[src/rtl/prime_trial_divider.sv]
// Iterative primality tester: trial division by 2 and odd divisors, each
// remainder produced by a bit-serial restoring shift-subtract unit.
module prime_trial_divider #(
    parameter int unsigned WIDTH = 32
) (
    input  logic             clk,
    input  logic             rst,
    input  logic             start,
    input  logic [WIDTH-1:0] value,
    output logic             result,
    output logic             done,
    output logic             busy
);

    localparam int unsigned CNT_W = $clog2(WIDTH + 1);
    localparam int unsigned SQ_W  = 2 * WIDTH;

    typedef enum logic [2:0] {
        S_IDLE,
        S_CHECK,
        S_DIV,
        S_EVAL,
        S_DONE
    } state_t;

    state_t             state_q, state_d;
    logic [WIDTH-1:0]   v_q, v_d;
    logic [WIDTH-1:0]   d_q, d_d;
    logic [WIDTH:0]     rem_q, rem_d;
    logic [WIDTH-1:0]   shreg_q, shreg_d;
    logic [CNT_W-1:0]   cnt_q, cnt_d;
    logic               result_q, result_d;
    logic               done_q, done_d;
    logic               busy_q, busy_d;

    logic [SQ_W-1:0]    d_sq_c;
    logic [WIDTH:0]     t_c;

    // Double-width square so the d*d > v test can never wrap
    assign d_sq_c = SQ_W'(d_q) * SQ_W'(d_q);
    assign t_c    = {rem_q[WIDTH-1:0], shreg_q[WIDTH-1]};

    always_ff @(posedge clk) begin
        if (rst) begin
            state_q  <= S_IDLE;
            v_q      <= '0;
            d_q      <= '0;
            rem_q    <= '0;
            shreg_q  <= '0;
            cnt_q    <= '0;
            result_q <= 1'b0;
            done_q   <= 1'b0;
            busy_q   <= 1'b0;
        end else begin
            state_q  <= state_d;
            v_q      <= v_d;
            d_q      <= d_d;
            rem_q    <= rem_d;
            shreg_q  <= shreg_d;
            cnt_q    <= cnt_d;
            result_q <= result_d;
            done_q   <= done_d;
            busy_q   <= busy_d;
        end
    end

    always_comb begin
        state_d  = state_q;
        v_d      = v_q;
        d_d      = d_q;
        rem_d    = rem_q;
        shreg_d  = shreg_q;
        cnt_d    = cnt_q;
        result_d = result_q;
        done_d   = done_q;
        busy_d   = busy_q;

        unique case (state_q)
            S_IDLE: begin
                done_d = 1'b0;
                if (start) begin
                    v_d     = value;
                    d_d     = WIDTH'(2);
                    busy_d  = 1'b1;
                    state_d = S_CHECK;
                end
            end
            S_CHECK: begin
                if (!start) begin
                    busy_d  = 1'b0;
                    state_d = S_IDLE;
                end else if (v_q < WIDTH'(2)) begin
                    result_d = 1'b0;
                    done_d   = 1'b1;
                    busy_d   = 1'b0;
                    state_d  = S_DONE;
                end else if (d_sq_c > SQ_W'(v_q)) begin
                    result_d = 1'b1;
                    done_d   = 1'b1;
                    busy_d   = 1'b0;
                    state_d  = S_DONE;
                end else begin
                    rem_d   = '0;
                    shreg_d = v_q;
                    cnt_d   = CNT_W'(WIDTH);
                    state_d = S_DIV;
                end
            end
            S_DIV: begin
                if (!start) begin
                    busy_d  = 1'b0;
                    state_d = S_IDLE;
                end else begin
                    rem_d   = (t_c >= {1'b0, d_q}) ? (t_c - {1'b0, d_q}) : t_c;
                    shreg_d = {shreg_q[WIDTH-2:0], 1'b0};
                    cnt_d   = cnt_q - CNT_W'(1);
                    if (cnt_q == CNT_W'(1)) begin
                        state_d = S_EVAL;
                    end
                end
            end
            S_EVAL: begin
                if (!start) begin
                    busy_d  = 1'b0;
                    state_d = S_IDLE;
                end else if (rem_q == '0) begin
                    result_d = 1'b0;
                    done_d   = 1'b1;
                    busy_d   = 1'b0;
                    state_d  = S_DONE;
                end else begin
                    // Only odd divisors after 2
                    d_d     = (d_q == WIDTH'(2)) ? WIDTH'(3) : (d_q + WIDTH'(2));
                    state_d = S_CHECK;
                end
            end
            S_DONE: begin
                done_d = 1'b1;
                busy_d = 1'b0;
                if (!start) begin
                    done_d  = 1'b0;
                    state_d = S_IDLE;
                end
            end
            default: begin
                done_d  = 1'b0;
                busy_d  = 1'b0;
                state_d = S_IDLE;
            end
        endcase
    end

    assign result = result_q;
    assign done   = done_q;
    assign busy   = busy_q;

endmodule
[config.mk]
export PLATFORM = sky130hd
export DESIGN_NAME = prime_trial_divider
export DESIGN_NICKNAME = d
export VERILOG_FILES = /design/src/rtl/prime_trial_divider.sv
export SDC_FILE = /design/constraint.sdc
export NUM_CORES = 2
export LEC_CHECK = 0
export ABC_AREA = 1
export BUFFER_PORTS_ARGS = -buffer_cell sky130_fd_sc_hd__buf_2
export CORE_MARGIN = 2
export CORE_UTILIZATION = 55
export CTS_CLUSTER_SIZE = 40
export DETAILED_ROUTE_END_ITERATION = 12
export GPL_TIMING_DRIVEN = 0
export PLACE_DENSITY = 0.74
export SYNTH_ARGS = -nofsm -noshare
export SYNTH_HDL_FRONTEND = slang
export SYNTH_SLANG_ARGS = --single-unit
[constraint.sdc]
create_clock -name clk -period 7.7 [get_ports clk]
set_input_delay 1.925 -clock clk [delete_from_list [all_inputs] [get_ports clk]]
set_output_delay 1.925 -clock clk [all_outputs]
set_load 0.01 [all_outputs]
==> metrics.cfg <==
[timing]
final_hold_viol_count = 0
tightest_slew_ns = 1.03
worst_slack_ns = -1.16
fin_hold_ws_ns = 0.462
post-route-period-util = 1.15
finalSetupViolCount = 76
maxSlewViolCount = 0
setup_tns_ns = -82.65
slew_headroom = 0.314
rsz0062_at_grt = true
clock_skew_ns = 0.0281
fin_crit_ns = 8.86
max_freq_mhz = 113

[route]
totalWireLength_um = 138000
drc = 0
vias = 36006
drtIter0Drc = 3635
antenna_left = 0
routed_via_density = 5.56
dr.pass1.iters = 8
routedWlPerCell_um = 21.3

[placed_design]
place.gp.congestion = 1.03
dp_hpwl_um = 110000
port_buffers = 36
dpl_worst_slack_ns = -2.39

[global_routing]
groute.usage.overall = 0.374
overflow = 0
grt_pass1_wl_um = 210000
first_global_vias = 37264
grt_max_degree = 17
antenna_found_initial = 9

[power_and_ir_drop]
peakVddDrop_mv = 0.520
leakagePower_nw = 27.4
power-per-cell-area_nw_per_um2 = 150

[worst_setup_path]
start_kind = flip-flop
rrSetupSlack_ns = -1.16
max_stage_delay_ns = 0.58
cp_slowest_cell = fa_2
timing.rr.start = d_q[11]
crit_required_ns = 8.09
crit_type = flip-flop to flip-flop
cp-end-kind = flip-flop
cpLargestDelayFamily = adder cells
worstRegToRegCells = 45
cp_common_cell = nand2_1
r2r_end = shreg_q[22]
cp_max_fo = 5
cp_data_arrival_time_ns = 9.25
crit_buf_inv = 11

[final_layout]
layout.nets = 6682
fin_util = 0.636
n_fill_cell = 6231
area_delta_synth_final_pct = 15.1
layout-drive-gt1-share = 0.124

[run]
drv_cap = 0

[worst_hold_path]
worstHoldStart = shreg_q[23]
hold_class = flip-flop to flip-flop
hold_depth = 2
hold_end = shreg_q[23]

[clock_network]
numCtsBuffers = 17
htree_levels = 4
cts_max_path_buffers = 2
clk_latency_ns = 0.49
tritoncts = yes
hold_buffers = 0
cts.sinks = 141
cts.clk_slew.worst_paths_ns = 0.09
cts_root_buf = clkbuf_16

[floorplanning]
coreArea_um2 = 72600
dieArea_um2 = 75100
rows = 99
ioPinCount = 38
initial_core_util = 0.553
die_h_um = 274
die_w_um = 274

[status]
status = finished with violations
violations = negative setup slack

[logic_synthesis]
synth_area_um2 = 40100
async_flop_share = 0
synth_nets = 6490
ys_seq_area_frac = 0.0704
yosysUniqueCellTypes = 45
synth_edf_count = 0
netlist_instances = 5310
synth.ff_latch_count = 141
yosys_warnings = 0
dominantRegCellSynth = dfxtp_1
syn_avg_cell_area_um2 = 7.55

-- worst min-delay path, cell delays in order (launching register included) --
cell and delay [ns]:
dfxtp_1 0.31, nand2_1 0.06, a21oi_1 0.05
-- registers in the layout (all words and copies together) (netlist names) --
name     flops
v_q         32
busy         1
cnt_q        6
result       1
done         1
shreg_q     32
state_q      3
d_q         32
rem_q       33
-- power by group --
group          switching (W)  internal [W]  total, W
combinational        0.00335       0.00164   0.00499
sequential          0.000149      0.000880   0.00103
clock               0.000411      0.000489  0.000900
total                0.00391       0.00301   0.00692
-- what timing repair did --
| item | CTS | global route |
|---|---|---|
| pin swaps | 151 | 71 |
| gates resized for setup | 406 | 185 |
| endpoints found under the setup margin | 76 | 76 |
| buffers inserted | 123 | 12 |
| cloned | 2 | 3 |
-- how the worst max path moves through the flow --
stage	startpoint	to	slack [ns]	depth (start not counted)
finish	d_q[11]	shreg_q[22]	-1.16	45
global route	d_q[4]	shreg_q[13]	-1.37	46
CTS	d_q[4]	shreg_q[13]	-0.88	48
detailed placement	d_q[0]	rem_q[30]	-2.39	41
global placement	d_q[0]	shreg_q[0]	-2.32	41
floorplan	d_q[5]	rem_q[31]	-0.22	46
-- metrics by stage --
stage / instance area, µm² / instances / power [W]
floorplan: 40600 / 5310 / 0.00418
global placement: 42000 / 6305 / 0.00544
detailed placement: 42000 / 6305 / 0.00547
CTS: 45300 / 6458 / 0.00651
global route: 46200 / 6474 / 0.00736
finish: 46200 / 6476 / 0.00692
-- routing by layer --
metal | vias up | track usage | routed length (µm)
li1 | 15797 | - | -
met1 | 17442 | 0.473 | 49600
met2 | 2141 | 0.579 | 60600
met3 | 616 | 0.0959 | 16600
met4 | 10 | 0.225 | 10800
met5 | - | 0 | 56
-- cell usage after synthesis (all sizes together) (7+ instances only) --
cell type | number | area, µm²
o21ai | 111 | 559
nand2 | 1306 | 4920
xor2 | 77 | 674
nor3 | 46 | 250
nor2 | 220 | 868
nand4 | 27 | 169
xnor2 | 23 | 201
dfxtp | 141 | 2820
nand3b | 15 | 113
a21oi | 222 | 1110
o211ai | 25 | 188
ha | 342 | 4280
o21bai | 11 | 82.6
inv | 1558 | 5850
a31oi | 7 | 43.8
clkbuf | 135 | 507
buf | 39 | 236
nor4 | 28 | 175
or2 | 8 | 50.1
nand3 | 131 | 676
a21o | 9 | 67.6
fa | 803 | 16100
-- layout by cell type, fill, tap and decap left out, types with 8 or more instances in the layout --
| cell | Yosys | routed |
|---|---|---|
| o21ai_0 | 110 | 109 |
| nor2_1 | 207 | 183 |
| buf_2 | 12 | 47 |
| dfxtp_4 | 0 | 13 |
| buf_12 | 0 | 16 |
| xor2_1 | 77 | 68 |
| nand2_4 | 2 | 30 |
| clkbuf_4 | 0 | 13 |
| a21oi_2 | 0 | 36 |
| fa_2 | 0 | 34 |
| inv_1 | 1543 | 1521 |
| dfxtp_2 | 0 | 10 |
| o21bai_1 | 11 | 11 |
| nand3_2 | 4 | 16 |
| nand2_1 | 1304 | 1193 |
| nor2_4 | 2 | 18 |
| a21oi_1 | 222 | 185 |
| nor2_2 | 11 | 19 |
| buf_8 | 0 | 12 |
| inv_2 | 15 | 36 |
| nand4_1 | 27 | 27 |
| clkbuf_16 | 0 | 62 |
| o211ai_1 | 25 | 25 |
| nand3_1 | 127 | 108 |
| ha_4 | 0 | 19 |
| nand2_2 | 0 | 81 |
| clkbuf_8 | 0 | 27 |
| nand3b_1 | 15 | 15 |
| nor3_1 | 42 | 42 |
| clkbuf_1 | 135 | 44 |
| fa_1 | 803 | 769 |
| buf_4 | 0 | 131 |
| xnor2_1 | 23 | 22 |
| dfxtp_1 | 141 | 118 |
| nor4_1 | 28 | 28 |
| or2_2 | 8 | 8 |
| a21o_1 | 9 | 9 |
| ha_1 | 342 | 321 |
-- cell families (layout without fill, tap and decap cells) --
| group | Yosys count | in the layout | synth area share |
|---|---|---|---|
| compound gates | 403 | 403 | 0.0547 |
| xor+xnor | 100 | 100 | 0.0218 |
| fa+ha+maj | 1145 | 1145 | 0.507 |
| buf+inv | 1735 | 1938 | 0.165 |
| flops | 141 | 141 | 0.0704 |
| other cells | 0 | 3 | 0 |
| simple gates | 1786 | 1787 | 0.181 |
-- final cells by class --
class                      count  area (µm²)  area share
antenna                        3        7.51    0.000163
multi-input combinational   3435       32000       0.693
sequential                   141        2880      0.0625
tap                          959        1200      0.0260
timing repair buffer         175        1370      0.0297
clock buffer                  17         425     0.00921
inverter                    1561        5860       0.127
buffer                       171        2230      0.0483
clock inverter                14         178     0.00385
Power figures use the tool's default switching activity.
